File: config.mk
export PLATFORM = sky130hd
export DESIGN_NAME = posit_cmd_sched
export DESIGN_NICKNAME = d
export VERILOG_FILES = /design/src/rtl/posit_cmd_sched.sv
export SDC_FILE = /design/constraint.sdc
export NUM_CORES = 1
export LEC_CHECK = 0
export BUFFER_PORTS_ARGS = -buffer_cell sky130_fd_sc_hd__clkbuf_2
export CAP_MARGIN = 5
export CORE_MARGIN = 3
export CORE_UTILIZATION = 54
export CTS_CLUSTER_DIAMETER = 30
export DETAILED_ROUTE_END_ITERATION = 12
export GPL_TIMING_DRIVEN = 0
export HOLD_SLACK_MARGIN = 0.05
export PLACE_DENSITY = 0.76
export SKIP_CTS_REPAIR_TIMING = 1
export SYNTH_ARGS = -nofsm -noshare
export SYNTH_HDL_FRONTEND = slang
export SYNTH_SLANG_ARGS = --single-unit
export TNS_END_PERCENT = 100
File: constraint.sdc
create_clock -name clock -period 8.55 [get_ports clock]
set_input_delay 0.855 -clock clock [delete_from_list [all_inputs] [get_ports clock]]
set_output_delay 0.855 -clock clock [all_outputs]
set_load 0.03 [all_outputs]
File: src/rtl/posit_cmd_sched.sv
// posit_cmd_sched: MMIO command FIFO feeding a posit functional unit.
// Commands are queued, issued in order while the outstanding-write budget
// allows, and retired by wr_done. A drain request stops intake and waits
// until both the queue and the outstanding writes reach zero.
module posit_cmd_sched #(
  parameter int DATA_W       = 64,
  parameter int DEPTH        = 8,
  parameter int MAX_INFLIGHT = 16
) (
  input  logic                     clock,
  input  logic                     reset,
  input  logic                     cmd_valid,
  input  logic [DATA_W-1:0]        cmd_data,
  output logic                     fu_req_valid,
  input  logic                     fu_req_ready,
  output logic [DATA_W-1:0]        fu_req_data,
  input  logic                     wr_done,
  input  logic                     drain_req,
  output logic                     drain_done,
  output logic [$clog2(DEPTH):0]   occupancy,
  output logic [7:0]               inflight,
  output logic [15:0]              drop_count,
  output logic                     underflow_err,
  output logic                     idle
);

  localparam int PTR_W = $clog2(DEPTH);
  localparam int OCC_W = PTR_W + 1;

  localparam logic [1:0] ST_IDLE  = 2'd0;
  localparam logic [1:0] ST_BUSY  = 2'd1;
  localparam logic [1:0] ST_DRAIN = 2'd2;

  localparam logic [OCC_W-1:0] OCC_ZERO = {OCC_W{1'b0}};
  localparam logic [OCC_W-1:0] OCC_ONE  = {{(OCC_W-1){1'b0}}, 1'b1};
  localparam logic [OCC_W-1:0] OCC_FULL = OCC_W'(DEPTH);
  localparam logic [PTR_W-1:0] PTR_ZERO = {PTR_W{1'b0}};
  localparam logic [PTR_W-1:0] PTR_ONE  = {{(PTR_W-1){1'b0}}, 1'b1};
  localparam logic [7:0]       INF_MAX  = 8'(MAX_INFLIGHT);

  logic [DATA_W-1:0] mem_r [DEPTH];
  logic [PTR_W-1:0]  wr_ptr_r;
  logic [PTR_W-1:0]  rd_ptr_r;
  logic [OCC_W-1:0]  occ_r;
  logic [OCC_W-1:0]  occ_nxt_s;
  logic [7:0]        inflight_r;
  logic [7:0]        inflight_nxt_s;
  logic [15:0]       drop_r;
  logic              underflow_r;
  logic              drain_done_r;
  logic [1:0]        state_r;
  logic [1:0]        state_nxt_s;

  logic full_s;
  logic fu_valid_s;
  logic drain_accept_s;
  logic push_s;
  logic drop_s;
  logic issue_s;
  logic underflow_set_s;
  logic drain_done_nxt_s;

  // Issue qualification uses only registered state, so cmd_valid never reaches fu_req_valid.
  always_comb begin
    full_s     = (occ_r == OCC_FULL);
    fu_valid_s = (occ_r != OCC_ZERO) && (inflight_r < INF_MAX);
  end

  // Per-cycle events; an accepted drain request wins over a simultaneous push.
  always_comb begin
    drain_accept_s = drain_req && (state_r != ST_DRAIN);
    push_s         = cmd_valid && !full_s && (state_r != ST_DRAIN) && !drain_accept_s;
    drop_s         = cmd_valid && !push_s;
    issue_s        = fu_valid_s && fu_req_ready;
  end

  // Next FIFO occupancy; push and pop together leave it unchanged.
  always_comb begin
    occ_nxt_s = occ_r;
    if (push_s && !issue_s) begin
      occ_nxt_s = occ_r + OCC_ONE;
    end else if (issue_s && !push_s) begin
      occ_nxt_s = occ_r - OCC_ONE;
    end else begin
      occ_nxt_s = occ_r;
    end
  end

  // Next outstanding-write count; a retire with nothing outstanding flags underflow.
  always_comb begin
    inflight_nxt_s  = inflight_r;
    underflow_set_s = 1'b0;
    if (issue_s && wr_done) begin
      inflight_nxt_s = inflight_r;
    end else if (issue_s) begin
      inflight_nxt_s = inflight_r + 8'd1;
    end else if (wr_done) begin
      if (inflight_r != 8'd0) begin
        inflight_nxt_s = inflight_r - 8'd1;
      end else begin
        inflight_nxt_s  = 8'd0;
        underflow_set_s = 1'b1;
      end
    end else begin
      inflight_nxt_s = inflight_r;
    end
  end

  // Scheduler FSM; drain completion looks at the post-update counts.
  always_comb begin
    state_nxt_s      = state_r;
    drain_done_nxt_s = 1'b0;
    case (state_r)
      ST_IDLE: begin
        if (drain_accept_s) begin
          state_nxt_s = ST_DRAIN;
        end else if (push_s) begin
          state_nxt_s = ST_BUSY;
        end else begin
          state_nxt_s = ST_IDLE;
        end
      end
      ST_BUSY: begin
        if (drain_accept_s) begin
          state_nxt_s = ST_DRAIN;
        end else if ((occ_r == OCC_ZERO) && (inflight_r == 8'd0) && !push_s) begin
          state_nxt_s = ST_IDLE;
        end else begin
          state_nxt_s = ST_BUSY;
        end
      end
      ST_DRAIN: begin
        if ((occ_nxt_s == OCC_ZERO) && (inflight_nxt_s == 8'd0)) begin
          state_nxt_s      = ST_IDLE;
          drain_done_nxt_s = 1'b1;
        end else begin
          state_nxt_s = ST_DRAIN;
        end
      end
      default: begin
        state_nxt_s = ST_IDLE;
      end
    endcase
  end

  // Command storage; contents are meaningless once the pointers are reset.
  always_ff @(posedge clock) begin
    if (push_s) begin
      mem_r[wr_ptr_r] <= cmd_data;
    end
  end

  // Control state, pointers (wrapping naturally at DEPTH) and status counters.
  always_ff @(posedge clock) begin
    if (reset) begin
      wr_ptr_r     <= PTR_ZERO;
      rd_ptr_r     <= PTR_ZERO;
      occ_r        <= OCC_ZERO;
      inflight_r   <= 8'd0;
      drop_r       <= 16'd0;
      underflow_r  <= 1'b0;
      drain_done_r <= 1'b0;
      state_r      <= ST_IDLE;
    end else begin
      if (push_s) begin
        wr_ptr_r <= wr_ptr_r + PTR_ONE;
      end
      if (issue_s) begin
        rd_ptr_r <= rd_ptr_r + PTR_ONE;
      end
      if (drop_s && (drop_r != 16'hFFFF)) begin
        drop_r <= drop_r + 16'd1;
      end
      if (underflow_set_s) begin
        underflow_r <= 1'b1;
      end
      occ_r        <= occ_nxt_s;
      inflight_r   <= inflight_nxt_s;
      drain_done_r <= drain_done_nxt_s;
      state_r      <= state_nxt_s;
    end
  end

  assign fu_req_valid  = fu_valid_s;
  assign fu_req_data   = mem_r[rd_ptr_r];
  assign drain_done    = drain_done_r;
  assign occupancy     = occ_r;
  assign inflight      = inflight_r;
  assign drop_count    = drop_r;
  assign underflow_err = underflow_r;
  assign idle          = (state_r == ST_IDLE);

endmodule

# == Yosys cells after proc, flatten, opt, wreduce, memory -nomap -nowiden ==
# Memory sizes are Yosys's and may differ from the RTL's. A register that Yosys moved wholly into a read port is not among the register bits.
# Cells that the tools add are included.
# totals
out_inout_bits,96
n_memories,1
regBits,38
input_bits,70
ramBits,512
elab_cells,70
# classes
n_addsub,7
muxes,21
n_reduce_logical,26
bitwise,1
n_eq_ne,5
magnitude_cmp,1
# mem_list
memory,depth,width,rd,rd_clocked_by_memory_dff,wr,line_no,source
mem_r,8,64,1,1,1,41,logic [DATA_W-1:0] mem_r [DEPTH];
# ops
operator,count
$mux W8,4
$add A16 B1 Y16 const B,1
$logic_not A8 Y1,2
$ne A16 B16 Y1 const B,1
$logic_and A1 B1 Y1,14
$mux W1,9
$add A8 B1 Y8 const B,1
$logic_not A4 Y1,2
$lt A8 B5 Y1 const B,1
$mux W4,2
$reduce_bool A8 Y1,1
$sub A8 B1 Y8 const B,1
$add A3 B1 Y3 const B,2
$mux W2,3
$mux W3,2
$pmux W2 S3,1
$add A4 B1 Y4 const B,1
$eq A4 B4 Y1 const B,1
$logic_not A1 Y1,4
$reduce_bool A4 Y1,1
$sub A4 B1 Y4 const B,1
$eq A2 B1 Y1 const B,1
$eq A2 B2 Y1 const B,1
$logic_not A2 Y1,1
3 further kinds,3

# == Logic depth before layout (Yosys ltp) ==
# logic_depth
word_depth,13
depth_mapped,11
mapped_depth_nobuf,9

# == Worst setup path after synthesis ==
# OpenSTA, ideal clock, no wires.
# synth_path
path_kind,reg2reg
start,"register occ_r[0], in the netlist occupancy[0]"
end,"memory mem_r[2][0], enable pin"
path_buffers,0
path_slack_ns,-0.053
stages_incl_launch_ff,6
setup_ns,0.666
t_arrival_ns,7.937
cell_sequence,dfxtp_1 -> inv_1 -> ha_1 -> nand3b_1 -> nand3_1 -> nor4b_1
# synth_via
elab_chain_len,7
# synth_rtl
element,line_no,source
start: declaration,44,logic [OCC_W-1:0] occ_r;
start signal: assignment,177,occ_r <= occ_nxt_s;
$eq A4 B4 Y1,65,full_s = (occ_r == OCC_FULL);
$logic_not A1 Y1,72,push_s = cmd_valid && !full_s && (state_r != ST_DRAIN) && !drain_accept_s;
$logic_and A1 B1 Y1 (3 in series),72,
$mux W1,148,if (push_s) begin
$mux W1 (implied by the code),149,mem_r[wr_ptr_r] <= cmd_data;
end: declaration,41,
# No other way between the ends.

==> impl_metrics.csv <==
group,metric,value,unit
outcome,status,"complete, no violations",
sta,maxSlewHeadroom,26.01,%
global_route,grt_overflow,0,
route,wirelength,48.11,mm
global_route,grt_pass1_vias,12169,
global_route,grt_max_degree,26,
worst_setup_path,required,7700,ps
worst_setup_path,critPathCapture,"fu_req_data[49]",
worst_setup_path,end_kind,"output port",
cts,cts_tree,"yes",
synth,ys_ff_latch,553,
worst_setup_path,timing.rr.end,"mem_r[4][43]",
synth,yosysWarnings,0,
worst_setup_path,cp-start-kind,"register",
cts,cts_buffer_depth,3,
global_route,grt_pass1_wl,73.06,mm
worst_setup_path,path_class,"reg2out",
route,vias,11528,
run,cap_violations,0,
finish,nFillCells,2371,
sta,rsz0062_at_grt,"no",
worst_setup_path,r2r_cells,11,
synth,synth_flop_cell,"edfxtp_1",
cts,clk_pin_slew_worst_paths,40,ps
synth,yosysUniqueCellTypes,51,
power,power.total,8.846,mW
route,vias_per_cell,5.870,
placement,hpwl,29.13,mm
finish,synthToLayoutAreaGrowth,26.58,%
synth,synth_top_area_share,71.77,%
global_route,track_usage,23.43,%
worst_setup_path,worstPathMaxFanout,10,
sta,setup_ws,4076,ps
worst_setup_path,arrival,3620,ps
sta,period_share,52.32,%
synth,seq_area_frac_synth,75.60,%
synth,synth_top_area_cell,"edfxtp_1",
sta,worst_slew_pin_slew,1107,ps
floorplan,initial_core_util,55.05,%
synth,yosys-top-cells-count,"512 x edfxtp_1, 128 x mux4_2, 65 x mux2_2, 41 x dfxtp_1, 38 x nor2_1",
route,drtAntennaViolNets,0,
placement,gp_congestion,0.8817,
placement,pre_cts_ws,4585,ps
global_route,antenna_found_initial,5,
min_path,hp-class,"reg2reg",
cts,root_buffer,"clkbuf_16",
synth,synth.area.top_cells,"edfxtp_1 72%, mux4_2 13%, dfxtp_1 3.8%",
synth,yosysMostFrequentCell,"edfxtp_1",
finish,layout.nets,1435,
synth,synthCells,1024,
route,dr.first_iter.drc_count,888,
synth,async_reset_ff_share,0,%
route,wl_per_cell,24.49,µm
power,irDropWorstVdd,0.2979,mV
sta,min_period,4474,ps
floorplan,io_pins,166,
floorplan,core_area,38920,µm²
placement,numPortBuffers,164,
power,p_leak,9.097,nW
floorplan,rows,72,
sta,setup_tns,0,ps
sta,hold_viol,0,
floorplan,die_y,205.2,µm
sta,fmax,223.5,MHz
synth,syn_area,21420,µm²
sta,setup_viol,0,
route,drc,0,
cts,numCtsBuffers,103,
placement,dpl-instance-area,23590,µm²
worst_setup_path,rrSetupSlack,4630,ps
finish,layout-drive-gt1-share,41.66,%
power,powerDensity,326.2,nW/µm²
synth,synth_nets,1102,
synth,synth-edff-count,512,
sta,fin_skew,24.72,ps
sta,slew_violations,0,
floorplan,fp.dieW,205.2,µm
floorplan,dieArea,42100,µm²
cts,h-tree-depth,3,
synth,avgSynthCellArea,20.92,µm²
route,firstDrtPassIters,5,
cts,clock_latency,620,ps
cts,cts.sinks,553,
finish,instances_no_fill,1964,
finish,design_area,27120,µm²
placement,dp.cells,1770,
worst_setup_path,worstReg2RegStart,"occupancy[0]",
cells in the final DEF (no fill, tap or decap), types with 12 or more instances in the layout:
cell type     n
dfxtp_1      41
mux2_2       65
buf_1        16
o21ai_0      13
buf_4        30
clkbuf_1     48
clkbuf_16   105
nand2_1      22
clkbuf_2    164
buf_6        28
bufinv_16    14
xnor2_1      15
edfxtp_1    512
nor2_1       37
clkinvlp_4   12
inv_1        12
clkinv_2     17
mux4_2      128
how the worst min path moves through the flow:
stage | depth (start not counted) | slack, ps | to | startpoint
6_report | 2 | 480 | underflow_err | underflow_err
5_1_grt | 1 | 490 | mem_r[1][60] | cmd_data[60]
4_1_cts | 1 | 480 | mem_r[3][60] | cmd_data[60]
3_5_place_dp | 2 | 470 | underflow_err | underflow_err
3_3_place_gp | 2 | 470 | underflow_err | underflow_err
2_1_floorplan | 2 | 450 | register | rd_ptr_r[1]
cell families (layout without fill, tap and decap cells):
kind of cell               after synthesis  after routing  share of synthesized area, %
other                                    0              1                             0
adders and majority gates                8              8                        0.4673
DFF                                    553            553                         75.60
xor gates and xnor gates                22             22                        0.8995
and+or+nand+nor                        131            131                         3.306
AOI/OAI and AO/OA                       53             53                         1.624
buffers and inverters                   61            482                         1.092
muxes                                  196            196                         17.01
metrics by stage:
stage	hold slack, ps	utilization, %
final	481.4	69.68
after global routing	491.7	69.67
after CTS	480.3	69.67
after detailed placement	468.4	60.61
after global placement	473.8	58.82
after floorplan	454.1	-
final cells by class:
type / count / area, µm² / area share, %
Sequential cell: 553 / 16200 / 59.72
Multi-Input combinational cell: 410 / 5040 / 18.59
Clock buffer: 122 / 2691 / 9.925
Timing Repair Buffer: 228 / 1469 / 5.417
Clock inverter: 71 / 837.1 / 3.087
Tap cell: 518 / 648.1 / 2.390
Buffer: 49 / 188.9 / 0.6967
Inverter: 12 / 45.04 / 0.1661
Antenna cell: 1 / 2.502 / 0.009228
state kept, by name, indices dropped and copies added, names as in the netlist, named ones only:
name,flops
underflow_err,1
wr_ptr_r,3
drop_count,16
rd_ptr_r,3
inflight,8
occupancy,4
state_r,2
drain_done,1
mem_r,512
metal layers:
layer  wire [µm]  track usage, %
met5          63               0
met4        1154           7.811
met3        3641           6.138
met2       24590           38.68
met1       18650           30.77
critical path, cell delays in order (launching register included):
cell and delay (ps):
dfxtp_1 340, clkbuf_1 690, buf_1 840, mux4_2 630, mux2_2 310, clkbuf_2 190
where the power goes:
| group | total (mW) | leakage [nW] | switching, mW | internal (mW) |
|---|---|---|---|---|
| clock network | 4.02 | 1.69 | 1.34 | 2.68 |
| logic | 1.71 | 2.46 | 1.00 | 0.711 |
| registers | 3.12 | 4.95 | 0.0635 | 3.05 |
| total | 8.85 | 9.10 | 2.40 | 6.44 |
Note: power is estimated with default switching activity, not from simulation.
